===== config.mk =====
export PLATFORM = sky130hd
export DESIGN_NAME = ball_render_flat
export DESIGN_NICKNAME = d
export VERILOG_FILES = /design/src/rtl/ball_render_if.sv /design/src/rtl/ball_render.sv /design/src/flat_wrapper.sv
export SDC_FILE = /design/constraint.sdc
export NUM_CORES = 1
export LEC_CHECK = 0
export CORE_ASPECT_RATIO = 1.1
export CORE_MARGIN = 2
export CORE_UTILIZATION = 50
export DETAILED_ROUTE_END_ITERATION = 12
export PLACE_DENSITY = 0.74
export SLEW_MARGIN = 10
export SYNTH_ARGS = -nofsm -noshare
export SYNTH_HDL_FRONTEND = slang
export SYNTH_SLANG_ARGS = --single-unit

===== constraint.sdc =====
create_clock -name clk -period 4.6 [get_ports clk]
set_input_delay 0.92 -clock clk [delete_from_list [all_inputs] [get_ports clk]]
set_output_delay 0.92 -clock clk [all_outputs]
set_load 0.02 [all_outputs]

===== src/rtl/ball_render_if.sv =====
// Pixel-stream bundle between the sync generator / controller and ball_render.
// master drives coordinates, syncs and run; slave (ball_render) returns colour,
// delayed syncs and the bounce count.
interface ball_render_if;
   logic [10:0] x;
   logic [10:0] y;
   logic        video_on;
   logic        hsync;
   logic        vsync;
   logic        run;
   logic [11:0] rgb;
   logic        hsync_o;
   logic        vsync_o;
   logic [7:0]  bounce_cnt;

   modport master (
      output x, y, video_on, hsync, vsync, run,
      input  rgb, hsync_o, vsync_o, bounce_cnt
   );

   modport slave (
      input  x, y, video_on, hsync, vsync, run,
      output rgb, hsync_o, vsync_o, bounce_cnt
   );
endinterface


===== src/rtl/ball_render.sv =====
// Bouncing-ball pixel generator: registered RGB plus 1-cycle delayed syncs.
// Optional screen border (white outline) enabled by defining BALL_BORDER_EN.
module ball_render #(
   parameter int unsigned H_RES      = 1024,
   parameter int unsigned V_RES      = 768,
   parameter int unsigned BALL_SIZE  = 16,
   parameter int unsigned SPEED      = 2,
   parameter logic [11:0] BALL_COLOR = 12'hF00,
   parameter logic [11:0] BG_COLOR   = 12'h000
) (
   input logic          clk,
   input logic          rstn,
   ball_render_if.slave bus
);

   localparam logic [11:0] LimX   = 12'(H_RES - BALL_SIZE);
   localparam logic [11:0] LimY   = 12'(V_RES - BALL_SIZE);
   localparam logic [11:0] Spd    = 12'(SPEED);
   localparam logic [11:0] Size   = 12'(BALL_SIZE);
   localparam logic [10:0] StartX = 11'((H_RES - BALL_SIZE) / 2);
   localparam logic [10:0] StartY = 11'((V_RES - BALL_SIZE) / 2);

   // One axis step; returns {contact, new_dir, new_pos}. All maths at 12 bits.
   function automatic logic [12:0] step_axis(input logic [10:0] pos, input logic dir,
                                             input logic [11:0] lim);
      logic [11:0] p;
      p = {1'b0, pos};
      if (dir) begin
         if (p + Spd >= lim) return {1'b1, 1'b0, lim[10:0]};
         else                return {1'b0, 1'b1, 11'(p + Spd)};
      end else begin
         if (p <= Spd)       return {1'b1, 1'b1, 11'd0};
         else                return {1'b0, 1'b0, 11'(p - Spd)};
      end
   endfunction

   logic [10:0] ball_x_q, ball_x_d, ball_y_q, ball_y_d;
   logic        dir_x_q, dir_x_d, dir_y_q, dir_y_d;
   logic [7:0]  bounce_q, bounce_d;
   logic [11:0] rgb_q, rgb_d;
   logic        hsync_q, vsync_q;
   // Set once vsync has been seen high after reset, so vsync held low across
   // reset release cannot masquerade as a falling edge.
   logic        armed_q;
   logic        tick;
   logic        hit;
   logic [12:0] nx, ny;
   logic [11:0] xe, ye, bxe, bye;

   assign tick = vsync_q & ~bus.vsync & armed_q;

   // Ball motion and bounce counting, applied only on a running frame tick.
   always_comb begin
      ball_x_d = ball_x_q;
      ball_y_d = ball_y_q;
      dir_x_d  = dir_x_q;
      dir_y_d  = dir_y_q;
      bounce_d = bounce_q;
      nx       = step_axis(ball_x_q, dir_x_q, LimX);
      ny       = step_axis(ball_y_q, dir_y_q, LimY);
      if (tick && bus.run) begin
         ball_x_d = nx[10:0];
         dir_x_d  = nx[11];
         ball_y_d = ny[10:0];
         dir_y_d  = ny[11];
         if (nx[12] || ny[12]) bounce_d = bounce_q + 8'd1;
      end
   end

   // Hit test and colour selection for the current pixel.
   always_comb begin
      xe    = {1'b0, bus.x};
      ye    = {1'b0, bus.y};
      bxe   = {1'b0, ball_x_q};
      bye   = {1'b0, ball_y_q};
      hit   = bus.video_on && (xe >= bxe) && (xe < bxe + Size) &&
              (ye >= bye) && (ye < bye + Size);
      rgb_d = 12'h000;
      if (bus.video_on) begin
         if (hit) begin
            rgb_d = BALL_COLOR;
`ifdef BALL_BORDER_EN
         end else if (bus.x == 11'd0 || bus.x == 11'(H_RES - 1) ||
                      bus.y == 11'd0 || bus.y == 11'(V_RES - 1)) begin
            rgb_d = 12'hFFF;
`endif
         end else begin
            rgb_d = BG_COLOR;
         end
      end
   end

   // State and output registers with synchronous active-low reset.
   always_ff @(posedge clk) begin
      if (!rstn) begin
         ball_x_q <= StartX;
         ball_y_q <= StartY;
         dir_x_q  <= 1'b1;
         dir_y_q  <= 1'b1;
         bounce_q <= 8'd0;
         rgb_q    <= 12'h000;
         hsync_q  <= 1'b1;
         vsync_q  <= 1'b1;
         armed_q  <= 1'b0;
      end else begin
         ball_x_q <= ball_x_d;
         ball_y_q <= ball_y_d;
         dir_x_q  <= dir_x_d;
         dir_y_q  <= dir_y_d;
         bounce_q <= bounce_d;
         rgb_q    <= rgb_d;
         hsync_q  <= bus.hsync;
         vsync_q  <= bus.vsync;
         armed_q  <= armed_q | bus.vsync;
      end
   end

   assign bus.rgb        = rgb_q;
   assign bus.hsync_o    = hsync_q;
   assign bus.vsync_o    = vsync_q;
   assign bus.bounce_cnt = bounce_q;

endmodule


===== src/flat_wrapper.sv =====
// flat-port wrapper written by rule: the top's interface ports become plain ports
module ball_render_flat 
#(
   parameter int unsigned H_RES      = 1024,
   parameter int unsigned V_RES      = 768,
   parameter int unsigned BALL_SIZE  = 16,
   parameter int unsigned SPEED      = 2,
   parameter logic [11:0] BALL_COLOR = 12'hF00,
   parameter logic [11:0] BG_COLOR   = 12'h000
)
  (clk, rstn, bus_x, bus_y, bus_video_on, bus_hsync, bus_vsync, bus_run, bus_rgb, bus_hsync_o, bus_vsync_o, bus_bounce_cnt);
  ball_render_if bus_i ();
  input logic clk;
  input logic rstn;
  input wire logic [$bits(bus_i.x)-1:0] bus_x;
  input wire logic [$bits(bus_i.y)-1:0] bus_y;
  input wire logic [$bits(bus_i.video_on)-1:0] bus_video_on;
  input wire logic [$bits(bus_i.hsync)-1:0] bus_hsync;
  input wire logic [$bits(bus_i.vsync)-1:0] bus_vsync;
  input wire logic [$bits(bus_i.run)-1:0] bus_run;
  output wire logic [$bits(bus_i.rgb)-1:0] bus_rgb;
  output wire logic [$bits(bus_i.hsync_o)-1:0] bus_hsync_o;
  output wire logic [$bits(bus_i.vsync_o)-1:0] bus_vsync_o;
  output wire logic [$bits(bus_i.bounce_cnt)-1:0] bus_bounce_cnt;
  assign bus_i.x = bus_x;
  assign bus_i.y = bus_y;
  assign bus_i.video_on = bus_video_on;
  assign bus_i.hsync = bus_hsync;
  assign bus_i.vsync = bus_vsync;
  assign bus_i.run = bus_run;
  assign bus_rgb = bus_i.rgb;
  assign bus_hsync_o = bus_i.hsync_o;
  assign bus_vsync_o = bus_i.vsync_o;
  assign bus_bounce_cnt = bus_i.bounce_cnt;
  ball_render #(.H_RES(H_RES), .V_RES(V_RES), .BALL_SIZE(BALL_SIZE), .SPEED(SPEED), .BALL_COLOR(BALL_COLOR), .BG_COLOR(BG_COLOR)) u_core (.clk(clk), .rstn(rstn), .bus(bus_i));
endmodule

Yosys cells after proc, flatten, opt, wreduce, memory -nomap -nowiden

Cells that the tools add are included.
Widths: inputs -> output; s select.

Add/sub/neg operators: 7
Multipliers: 0
Div/mod/pow operators: 0
Order comparisons: 8
Eq/ne operators: 0
Shift operators: 0
Muxes and demuxes: 7
Bitwise logic cells: 4
Reductions and logical operators: 8

Operators with widths:

| kind                  | number |
|---|---|
| $mux 13               | 6 |
| $add 11x2->12 const B | 2 |
| $add 11x5->12 const B | 2 |
| $ge 12x10->1 const B  | 2 |
| $lt 11x12->1          | 2 |
| $ge 11x11->1          | 2 |
| $le 11x2->1 const B   | 2 |
| $sub 11x2->11 const B | 2 |
| $mux 12               | 1 |
| $add 8x1->8 const B   | 1 |
| $logic_and 1x1->1     | 5 |
| $reduce_and 2->1      | 2 |
| $and 1x1->1           | 2 |
| $logic_or 1x1->1      | 1 |
| $not 1->1             | 1 |
| $or 1x1->1            | 1 |

Flip-flop bits (word level): 47
Bits in latches: 0
Memory bits (writable): 0
Bits in read-only memories: 0
Input bits: 28
Output and inout bits: 22
Logic and storage cells: 43
Memories: 0

Depth between registers and ports, before layout

Word-level depth: 6
Mapped depth: 11
Mapped depth without buffers: 10

Worst setup path before layout

OpenSTA, ideal clock, no wires.

Path kind: in2reg
Start point: input bus_y[1]
End point: register u_core.rgb_q[10], in the netlist u_core.bus.rgb[10]
Library setup time: 0.092 ns
Arrival: 2.212 ns
Required time: 4.508 ns
Setup slack: 2.296 ns
Stages: 8
Buffers on the path: 0
Path through: ha_1 o21a_1 o21ai_0 a21oi_1 o21a_1 o211ai_1 a31oi_1 nor4_1

Cells in the longest elaborated chain, start to end: 4
Elaborated cells on any way between the ends: 5
Classes of those cells: order compare: 2; mux: 1; reduce/logical: 2

RTL lines:

| item                 | line               | text |
|---|---|---|
| start, declared      | flat_wrapper.sv:16 | `input wire logic [$bits(bus_i.y)-1:0] bus_y;` |
| $ge 11x11->1         | ball_render.sv:77  | `(ye >= bye) && (ye < bye + Size);` |
| $logic_and 1x1->1    | ball_render.sv:76  | `hit = bus.video_on && (xe >= bxe) && (xe < bxe + Size) &&` |
| $logic_and 1x1->1 *  | ball_render.sv:77  |  |
| $mux 12 *            | ball_render.sv:80  | `if (hit) begin` |
| end signal, assigned | ball_render.sv:111 | `rgb_q <= rgb_d;` |
| end, declared        | ball_render.sv:40  | `logic [11:0] rgb_q, rgb_d;` |

Every way passes the cells marked *; elsewhere a longest branch is shown, timed or not.
A chain may end at the register's enable or synchronous reset.

Worst setup path in the final report

Start point: register u_core.ball_y_q[4]
End point: register u_core.ball_y_q[9]

Cells in the longest elaborated chain, start to end: 4
Elaborated cells on any way between the ends: 7
Classes of those cells: add/sub: 2; order compare: 2; mux: 3

RTL lines:

| item                   | line               | text |
|---|---|---|
| start, declared        | ball_render.sv:37  | `logic [10:0] ball_x_q, ball_x_d, ball_y_q, ball_y_d;` |
| start signal, assigned | ball_render.sv:97  | `ball_y_q <= StartY;` |
| start signal, assigned | ball_render.sv:107 | `ball_y_q <= ball_y_d;` |
| $add 11x2->12          | ball_render.sv:29  | `if (p + Spd >= lim) return {1'b1, 1'b0, lim[10:0]};` |
| $ge 12x10->1           | ball_render.sv:29  |  |
| $mux 13                | ball_render.sv:29  |  |
| $mux 13 *              | ball_render.sv:28  | `if (dir) begin` |

Marked as above.

==> results.py <==
metrics = {
    "route": {
        "drt-pass1-iter-count": 5,
        "vias": 3480,
        "wirelength_mm": 8.512,
        "wl_per_cell_um": 15.01,
        "drt-initial-drc-count": 422,
        "drc": 0,
        "ant_nets": 0,
        "vias_per_cell": 6.138,
    },
    "cells_and_area": {
        "nNetsFinal": 554,
        "drive_gt1_share_pct": 5.602,
        "antennaDiodeCount": 0,
        "fin_cells": 567,
        "area_delta_synth_final_pct": 13.05,
    },
    "global_route": {
        "grt_max_degree": 24,
        "first_global_vias": 3302,
        "antenna_found_initial": 0,
        "overflow": 0,
        "grt_pass1_wl_mm": 14.71,
        "grt_usage_pct": 22.54,
    },
    "sta": {
        "period_needed_ps": 3075,
        "max_slew_margin_pct": 41.17,
        "hold_viol": 0,
        "hold-worst-slack_ps": 479.2,
        "tightest_slew_ps": 870.9,
        "setup_tns_ps": 0,
        "timing.final.crit_share_pct": 66.85,
        "rsz0062_at_grt": "no",
        "fmax_mhz": 325.2,
        "skew_ps": 7.237,
        "setup_violations": 0,
        "slew_viol_final": 0,
    },
    "logic_synthesis": {
        "synth.top_cells.by_count": "45 x ha_1, 36 x nand2_1, 34 x dfxtp_1",
        "netlist_instances": 461,
        "seq_area_frac_synth_pct": 19.34,
        "netlist_area_sq_mm": 0.003520,
        "syn_avg_cell_area_sq_um": 7.635,
        "synth.area.top_cells": "dfxtp_1 19%, ha_1 16%, a21oi_1 4.4%, o21ai_0 4.1%, xnor2_1 4.0%",
        "synth-edff-count": 0,
        "synth.top_cell.area_share_pct": 19.34,
        "yosys_warnings": 0,
        "async_flop_share_pct": 0,
        "synth_ff_type": "dfxtp_1",
        "ys_seq_elements": 34,
        "ys_types": 66,
        "yosysMostFrequentCell": "ha_1",
        "yosys.area.top_type": "dfxtp_1",
    },
    "floorplan": {
        "dieHeight_um": 92.00,
        "die-area_sq_mm": 0.007727,
        "die_w_um": 84.00,
        "ios": 50,
        "coreArea_sq_mm": 0.006927,
        "start_util_pct": 50.81,
        "rows": 32,
    },
    "critical_path": {
        "cp.required_ps": 4740,
        "crit_arrival_ps": 3220,
        "crit_path_start_kind": "register",
        "startpoint": "u_core.ball_y_q[4]",
        "endpoint_kind": "register",
        "crit_type": "register to register",
        "rr_startpoint": "u_core.ball_y_q[4]",
        "crit_fanout": 12,
    },
    "clock_tree": {
        "clock_latency_ps": 280,
        "cts_buffers": 5,
        "clock-sinks": 34,
        "cts_setup_buffers": 0,
        "htreeDepth": 2,
        "cts_tree": "done",
        "cts.root.buffer_cell": "clkbuf_8",
        "ctsResizeCount": 0,
        "path_clk_slew_ps": 70,
        "clk_path_buf_depth": 2,
        "hold_buffers": 0,
    },
    "placed_design": {
        "place_congestion": 0.9287,
        "dpl.hpwl_mm": 6.678,
        "dp.cells": 559,
        "io_buffers": 41,
    },
    "power": {
        "power_density_mw_per_mm2": 167.9,
        "leakage_nw": 1.563,
        "vdd_drop_max_mv": 0.1420,
    },
    "hold_path": {
        "hold_path_class": "register to register",
        "hp-start": "u_core.bus.bounce_cnt[7]",
    },
    "flow_run": {
        "drv_cap": 0,
    },
    "run_status": {
        "status": "finished, final reports clean",
    },
}
==> worst max-delay path: stages, from the launching register on <==
cell and delay [ps]:
dfxtp_1 580, ha_1 350, nand2_1 140, nor3_1 260, mux2i_1 480, and2_0 410, nand2_1 270, nor2_1 290
a221oi_1 150
==> area by class of cell <==
type                    instances  area, sq um
multi-input cells             369         2562
inverters                      27        101.3
clock inverters                 2        12.51
fillers                       649         2948
clock buffers                   6        82.58
well taps                      85        106.4
flip-flops and latches         34        680.7
repair buffers                 44        432.9
==> metal layers <==
metal | part of all wire (%) | vias to the layer above | GRT usage [%]
met1 | 46 | 1636 | 30.18
li1 | - | 1742 | -
met4 | 0.89 | 0 | 5.376
met2 | 48 | 93 | 38.47
met3 | 4.8 | 9 | 2.970
met5 | 0 | - | 0
==> placed cells by master, fill, tap and decap left out, types with 5 or more instances in the layout <==
| cell type | n |
|---|---|
| a21oi_1 | 31 |
| xnor2_1 | 16 |
| and2_1 | 6 |
| nand3_1 | 12 |
| o211ai_1 | 8 |
| nor3_1 | 10 |
| a31oi_1 | 10 |
| nor2_1 | 29 |
| o22ai_1 | 6 |
| a211oi_1 | 5 |
| clkdlybuf4s50_1 | 41 |
| nand2b_1 | 7 |
| dfxtp_1 | 34 |
| ha_1 | 45 |
| o31ai_1 | 10 |
| inv_1 | 26 |
| nand2_1 | 36 |
| clkbuf_8 | 6 |
| nand4_1 | 10 |
| conb_1 | 8 |
| o21ai_0 | 29 |
| o21a_1 | 14 |
| nor4_1 | 9 |
| or4_1 | 5 |
==> kinds of logic after synthesis <==
family / share of synthesized area [%]
AO/OA/AOI/OAI: 28.01
XOR/XNOR: 3.981
adder cells (fa/ha/maj): 16.00
buffers and inverters: 8.603
flip-flops: 19.34
multiplexers: 1.529
other: 0.1065
AND/OR/NAND/NOR: 22.43
==> sequential cells by signal, indices dropped and copies added, names as in the netlist <==
name,flops
u_core.bus.bounce_cnt,8
u_core.dir_y_q,1
u_core.dir_x_q,1
u_core.bus.vsync_o,1
u_core.bus.rgb,1
u_core.ball_x_q,10
u_core.bus.hsync_o,1
u_core.armed_q,1
u_core.ball_y_q,10
==> stage by stage <==
| step | total power, W | util (%) | instance area, sq um | worst slack, ps |
|---|---|---|---|---|
| 2_1_floorplan | 0.0003986 | - | 3546 | 2296 |
| 4_1_cts | 0.0006730 | 57.44 | 3979 | 1560 |
| 3_5_place_dp | 0.0004427 | 56.07 | 3884 | 1490 |
| 5_1_grt | 0.0007031 | 57.44 | 3979 | 1304 |
| 6_report | 0.0006679 | 57.44 | 3979 | 1525 |
| 3_3_place_gp | 0.0004392 | 56.07 | 3884 | 1534 |
==> where the power goes <==
group	internal [W]	total, W	leakage (nW)	switching (W)
clock	0.000120	0.000231	0.0472	0.000111
combinational	0.0000630	0.000131	1.24	0.0000675
sequential	0.000298	0.000306	0.276	0.00000747
total	0.000482	0.000668	1.56	0.000186
==> path summary, 6_finish.rpt <==
kind / endpoint / slack [ps] / cells after the start
setup / recovery: u_core.ball_y_q[9] / 1520 / 8
hold / removal: u_core.bus.bounce_cnt[7] / 480 / 2
setup reg to reg: u_core.ball_y_q[9] / 1520 / 8
hold reg to reg: u_core.bus.bounce_cnt[7] / 480 / 2
No activity file was read; power rests on OpenSTA's default activity.
